### src/rtl/scan_pkg.sv
`default_nettype none
// ============================================================================
//  Package     : scan_pkg
//  Description : Shared constants, digit type and index-width helper for the
//                digit scanner and its prescaler.
//  Revision    : 1.0 - initial release
// ============================================================================
package scan_pkg;

  // Default build: four digits, one digit slot every 50000 clocks.
  localparam int N_DIGITS_DEF = 4;
  localparam int PRESCALE_DEF = 50000;

  // One 4-bit code as consumed by the downstream 7-segment decoder.
  typedef logic [3:0] digit_t;

  // Width needed to count 0..n-1; never narrower than one bit so a
  // degenerate count of 1 still yields a legal vector.
  function automatic int idx_width(input int n);
    return (n > 1) ? $clog2(n) : 1;
  endfunction

endpackage
`default_nettype wire

### src/rtl/scan_tick.sv
`default_nettype none
// ============================================================================
//  Module      : scan_tick
//  Description : Digit-slot prescaler. Counts 0..PRESCALE-1 and wraps; oTick
//                is high during the final count of each slot, so the digit
//                index advances on the edge that ends the slot.
//  Revision    : 1.0 - initial release
// ============================================================================
module scan_tick
  import scan_pkg::*;
#(
  parameter int PRESCALE = PRESCALE_DEF
) (
  input  logic iClk,
  input  logic iRst,
  output logic oTick
);

  localparam int            CW     = idx_width(PRESCALE);
  localparam logic [CW-1:0] C_LAST = CW'(PRESCALE - 1);

  logic [CW-1:0] count_q;
  logic [CW-1:0] count_d;
  logic          w_last;

  // The slot ends on the last count; that same cycle reloads zero.
  assign w_last = (count_q == C_LAST);
  assign oTick  = w_last;

  // Next count: wrap to zero after the last count, otherwise increment.
  always_comb begin
    count_d = count_q + CW'(1);
    if (w_last) begin
      count_d = '0;
    end
  end

  // Count register; reset restarts the slot so the first tick lands
  // exactly PRESCALE cycles after reset is released.
  always_ff @(posedge iClk or posedge iRst) begin
    if (iRst) begin
      count_q <= '0;
    end else begin
      count_q <= count_d;
    end
  end

endmodule
`default_nettype wire

### src/rtl/digit_scan.sv
`default_nettype none
// ============================================================================
//  Module      : digit_scan
//  Description : Time-multiplexed digit scanner feeding a 4-bit-to-7-segment
//                decoder. Holds an N-digit code word, presents one digit per
//                slot on oW/oX/oY/oZ with a matching one-hot enable on oAn,
//                and applies newly loaded words only at the frame boundary.
//                Optional build macro DIGIT_SCAN_LZB_EN enables leading-zero
//                blanking of the digit enables (digit 0 is never blanked).
//  Revision    : 1.0 - initial release
// ============================================================================
module digit_scan
  import scan_pkg::*;
#(
  parameter int N_DIGITS = N_DIGITS_DEF,
  parameter int PRESCALE = PRESCALE_DEF
) (
  input  logic                  iClk,
  input  logic                  iRst,
  input  logic                  iLoad,
  input  logic [4*N_DIGITS-1:0] iValue,
  output logic                  oW,
  output logic                  oX,
  output logic                  oY,
  output logic                  oZ,
  output logic [N_DIGITS-1:0]   oAn,
  output logic                  oFrame,
  output logic                  oPending
);

  localparam int                  IW         = idx_width(N_DIGITS);
  localparam logic [IW-1:0]       C_LAST_IDX = IW'(N_DIGITS - 1);
  localparam logic [N_DIGITS-1:0] C_AN_RST   = N_DIGITS'(1);

  // Slot timing.
  logic                         w_tick;
  logic                         w_wrap;

  // Scan index and code-word storage.
  logic [IW-1:0]                idx_q;
  logic [IW-1:0]                idx_d;
  digit_t [N_DIGITS-1:0]        disp_q;
  digit_t [N_DIGITS-1:0]        disp_d;
  digit_t [N_DIGITS-1:0]        pend_q;
  digit_t [N_DIGITS-1:0]        pend_d;
  logic                         flag_q;
  logic                         flag_d;

  // Registered outputs, computed from next-state so they move on the same
  // edge as the index itself.
  digit_t                       code_q;
  digit_t                       code_d;
  logic [N_DIGITS-1:0]          an_q;
  logic [N_DIGITS-1:0]          an_d;
  logic                         frame_q;
  logic                         frame_d;

  logic [N_DIGITS-1:0]          w_onehot;
  logic [N_DIGITS-1:0]          w_blank;

  scan_tick #(
    .PRESCALE (PRESCALE)
  ) u_scan_tick (
    .iClk  (iClk),
    .iRst  (iRst),
    .oTick (w_tick)
  );

  // The frame boundary is the tick that moves the index from the last digit
  // back to digit 0.
  assign w_wrap  = w_tick && (idx_q == C_LAST_IDX);
  assign frame_d = w_wrap;

  // Index, display, pending and flag next-state. The frame transfer is
  // evaluated before the load so that a load landing on the transfer cycle
  // refills pending (and keeps the flag) while display takes the old word.
  always_comb begin
    idx_d  = idx_q;
    disp_d = disp_q;
    pend_d = pend_q;
    flag_d = flag_q;

    if (w_tick) begin
      idx_d = w_wrap ? '0 : (idx_q + IW'(1));
    end

    if (w_wrap && flag_q) begin
      disp_d = pend_q;
      flag_d = 1'b0;
    end

    if (iLoad) begin
      pend_d = iValue;
      flag_d = 1'b1;
    end
  end

  // Leading-zero blanking: digit k (k >= 1) goes dark when it and every
  // more-significant digit of the word being shown are zero. Each bit looks
  // at its own slice, so there is no ripple chain between bits.
`ifdef DIGIT_SCAN_LZB_EN
  assign w_blank[0] = 1'b0;
  for (genvar k = 1; k < N_DIGITS; k++) begin : g_blank
    assign w_blank[k] = (disp_d[N_DIGITS-1:k] == '0);
  end
`else
  assign w_blank = '0;
`endif

  // Code and enable for the slot that begins on the coming edge.
  always_comb begin
    w_onehot        = '0;
    w_onehot[idx_d] = 1'b1;
    an_d            = w_onehot & ~w_blank;
    code_d          = disp_d[idx_d];
  end

  // State and output registers; reset drops any in-flight pending word.
  always_ff @(posedge iClk or posedge iRst) begin
    if (iRst) begin
      idx_q   <= '0;
      disp_q  <= '0;
      pend_q  <= '0;
      flag_q  <= 1'b0;
      code_q  <= '0;
      an_q    <= C_AN_RST;
      frame_q <= 1'b0;
    end else begin
      idx_q   <= idx_d;
      disp_q  <= disp_d;
      pend_q  <= pend_d;
      flag_q  <= flag_d;
      code_q  <= code_d;
      an_q    <= an_d;
      frame_q <= frame_d;
    end
  end

  assign {oW, oX, oY, oZ} = code_q;
  assign oAn              = an_q;
  assign oFrame           = frame_q;
  assign oPending         = flag_q;

endmodule
`default_nettype wire

### config.mk
export PLATFORM = sky130hd
export DESIGN_NAME = digit_scan
export DESIGN_NICKNAME = d
export VERILOG_FILES = /design/src/rtl/scan_pkg.sv /design/src/rtl/scan_tick.sv /design/src/rtl/digit_scan.sv
export SDC_FILE = /design/constraint.sdc
export NUM_CORES = 1
export LEC_CHECK = 0
export ABC_AREA = 1
export CAP_MARGIN = 20
export CORE_AREA = 4 4 89 108
export CTS_BUF_LIST = sky130_fd_sc_hd__clkbuf_8
export DETAILED_ROUTE_END_ITERATION = 12
export DIE_AREA = 0 0 93 112
export GPL_TIMING_DRIVEN = 0
export PLACE_DENSITY_LB_ADDON = 0.15
export SETUP_SLACK_MARGIN = 0.2
export SYNTH_ARGS = -nofsm -noshare
export SYNTH_HDL_FRONTEND = slang
export SYNTH_SLANG_ARGS = --single-unit
### constraint.sdc
create_clock -name iClk -period 2.05 [get_ports iClk]
set_clock_uncertainty 0.2 [all_clocks]
set_input_delay 0.41 -clock iClk [delete_from_list [all_inputs] [get_ports iClk]]
set_output_delay 0.41 -clock iClk [all_outputs]
set_load 0.01 [all_outputs]
==> run_results.csv <==
group,metric,value,unit
routing,drtIter0Drc,96,
logic_synthesis,syn_avg_cell_area,9.02,um2
clock_network,hold_buffers,0,
global_route,grt_max_degree,39,
clock_network,cts-root-buf,"clkbuf_8",
timing,drv_slew,0,
placed_design,dp_slack,-0.0190,ns
timing,finalWorstSetupSlack,0.141,ns
floorplanning,die_area,0.0104,mm2
clock_network,clk_latency,0.35,ns
critical_path,critical_path_arrival,1.99,ns
logic_synthesis,synth.area.mux_share,0,%
timing,rsz0062_at_grt,"true",
critical_path,end_kind,"register",
routing,dr.pass1.iters,4,
global_route,antenna_found_initial,0,
clock_network,cts_sinks,60,
global_route,grt_pass1_vias,2168,
logic_synthesis,synthSimpleGateAreaFrac,35.9,%
logic_synthesis,ys_types,32,
pwr,p_total,2.37,mW
finish,antennaDiodeCount,0,
routing,routedWlPerCell,12.7,um
timing,clock.fmax,524,MHz
logic_synthesis,syn_nets,346,
timing,finalCriticalPeriod,1.91,ns
clock_network,clkTransAtPathRegs,0.06,ns
logic_synthesis,synth_top_area_cell,"dfrtp_1",
placed_design,io_buffers,27,
floorplanning,die_width,93,um
hold_path,hp-class,"in2reg",
global_route,grt_pass1_wl,10.8,mm
routing,vias_per_cell,4.34,
routing,wl,6.37,mm
critical_path,crit_fanout,8,
status,status,"completed",
global_route,globalRouteTotalUtil,13.6,%
logic_synthesis,synth_area,0.00293,mm2
logic_synthesis,ys_ff_latch,60,
logic_synthesis,synth_area_leaders,"dfrtp_1 50%, nand2_1 13%, nand2_2 6.8%",
floorplanning,io_pins,29,
logic_synthesis,synth_top_area_share,50.3,%
critical_path,path_cells,"ha_4 -> nand2_4 -> nor2_4 -> nand3_2 -> nor2_4 -> buf_6 -> nand4_1 -> nand2_2 -> nand2_1 -> nand2_1 -> inv_1 -> nand2_1",
finish,layout-drive-gt1-share,27.0,%
floorplanning,coreArea,0.00852,mm2
pwr,ir_worst_vdd,0.000398,V
logic_synthesis,yosys.area_share.adder,0.853,%
timing,relSlewSlack,64.2,%
timing,tns,0,ns
finish,nNetsFinal,401,
placed_design,dpl.hpwl,4.52,mm
timing,setup_viol,0,
critical_path,crit_path_start_kind,"register",
logic_synthesis,seq_area_frac_synth,51.2,%
pwr,powerDensity,632,mW/mm2
placed_design,finalWeightedCongestion,0.760,
flow_run,drv_cap,0,
logic_synthesis,synth-compound-area-share,2.09,%
clock_network,cts_tree,"built",
routing,route.detailed.drc,0,
logic_synthesis,synth_top_family_by_area,"simple AND/OR/NAND/NOR gates",
pwr,p_leak,1.94,nW
timing,hold_violations,0,
routing,num_vias,2180,
finish,area_growth,28.1,%
clock_network,cts_buffers,9,
logic_synthesis,yosys_warnings,0,
floorplanning,initial_core_util,34.4,%
floorplanning,dieHeight,112,um
critical_path,cpPeakStageDelay,0.39,ns
critical_path,cp_slowest_cell,"dfrtp_1",
floorplanning,num_rows,37,
clock_network,htreeDepth,3,
logic_synthesis,synth-xor-area-share,2.39,%
clock_network,clock_path_buffers,2,
critical_path,crit_required,2.14,ns
finish,utilization,44.1,%
logic_synthesis,synth_cells,325,
routing,drtAntennaViolNets,0,
critical_path,r2r_cells,12,
global_route,grt_overflow_total,0,
timing,fin_crit_sh,93.1,%
critical_path,crit_type,"reg2reg",
hold_path,hold_depth,3,
critical_path,crit_path_frequent_cell,"nand2_1",
timing,tightest_slew,0.536,ns
-- synth_stat cells --
| master | n |
|---|---|
| dfstp_2 | 1 |
| ha_1 | 2 |
| nand2_4 | 2 |
| nand4_4 | 1 |
| nand3_1 | 11 |
| o21ai_0 | 5 |
| nor4_1 | 2 |
| and2_1 | 1 |
| a31oi_1 | 1 |
| nor2_4 | 12 |
| a21oi_1 | 5 |
| clkinv_2 | 1 |
| nor3_1 | 1 |
| o21ai_1 | 1 |
| nor2_2 | 2 |
| nand3b_1 | 2 |
| nand4_2 | 1 |
| buf_6 | 4 |
| nand2_2 | 32 |
| nand3_2 | 2 |
| xnor2_1 | 1 |
| nand4_1 | 16 |
| clkbuf_1 | 3 |
| xor2_1 | 7 |
| clkbuf_8 | 3 |
| clkinv_1 | 1 |
| nor2_1 | 14 |
| inv_2 | 3 |
| nand2_1 | 102 |
| buf_2 | 1 |
| dfrtp_1 | 59 |
| inv_1 | 26 |
-- layer usage --
| metal | track usage (%) | wire, um |
|---|---|---|
| met5 | 0 | 0 |
| met4 | 7.53 | 180 |
| met3 | 4.32 | 295 |
| met2 | 21.6 | 3200 |
| met1 | 16.2 | 2700 |
-- power breakdown --
part / internal (mW) / switching (mW) / leakage [nW]
clock: 0.596 / 0.451 / 0.111
sequential: 1.21 / 0.0171 / 0.783
combinational: 0.0461 / 0.0512 / 1.05
-- path summary, 6_finish.rpt --
| check | start | end | slack (ns) |
|---|---|---|---|
| setup / recovery | u_scan_tick.count_q[1] | code_q[1] | 0.14 |
| hold / removal | iLoad | pend_q[3] | 0.20 |
| setup reg to reg | u_scan_tick.count_q[1] | code_q[1] | 0.14 |
| hold reg to reg | pend_q[14] | pend_q[14] | 0.27 |
| max in group asynchronous | iRst | oAn[0] | 0.77 |
| min in group asynchronous | iRst | oPending | 0.25 |
-- area by class of cell --
class / count / area, um2
inverter: 31 / 121
buffer: 11 / 103
clock inverter: 2 / 7.51
clock buffer: 14 / 193
multi-input combinational: 223 / 1260
sequential: 60 / 1510
tap: 117 / 146
timing repair buffer: 44 / 418
fill: 852 / 4760
-- cells in the final DEF, fill, tap and decap left out, drive strengths merged, types with 2 or more instances in the layout --
cell type        n
dfrtp           59
clkbuf          20
o21ai            6
nand3b           2
xor2             7
nor4             2
nand3           13
nand2          136
ha               2
nand4           18
dlymetal6s2s     4
clkdlybuf4s50   21
nor2            28
a21oi            5
buf             22
clkinv           2
inv             30
dlygate4sd2      2
-- timing repair --
action	CTS	global route
setup endpoints to repair	8	11
pin swaps	7	9
gates cloned	0	1
buffers inserted	8	7
gates resized for setup	10	11
-- worst max-delay path, delay by kind of cell (launching register included) --
| kind | cells | cell delay (ns) |
|---|---|---|
| buf+inv | 2 | 0.18 |
| flops | 1 | 0.39 |
| simple gates | 9 | 0.88 |
| fa+ha+maj | 1 | 0.19 |
-- metrics by stage --
stage	cells	hold WS (ns)	area (um2)
3_5_place_dp	470	0.258	3370
5_1_grt	502	0.187	3760
3_3_place_gp	469	0.245	3350
6_report	502	0.197	3760
4_1_cts	494	0.184	3660
2_1_floorplan	325	0.230	2940
-- flip-flops by register name, indices dropped and copies added, names as in the netlist --
signal	count
code_q	4
disp_q	16
idx_q	2
oAn	4
oFrame	1
oPending	1
pend_q	16
u_scan_tick.count_q	16
-- cells by family after synthesis --
group                    count (synthesis)
flip-flops                              60
AO/OA/AOI/OAI                           12
AND/OR/NAND/NOR                        201
XOR/XNOR                                 8
adder cells (fa/ha/maj)                  2
buffers and inverters                   42
Power figures use the tool's default switching activity.
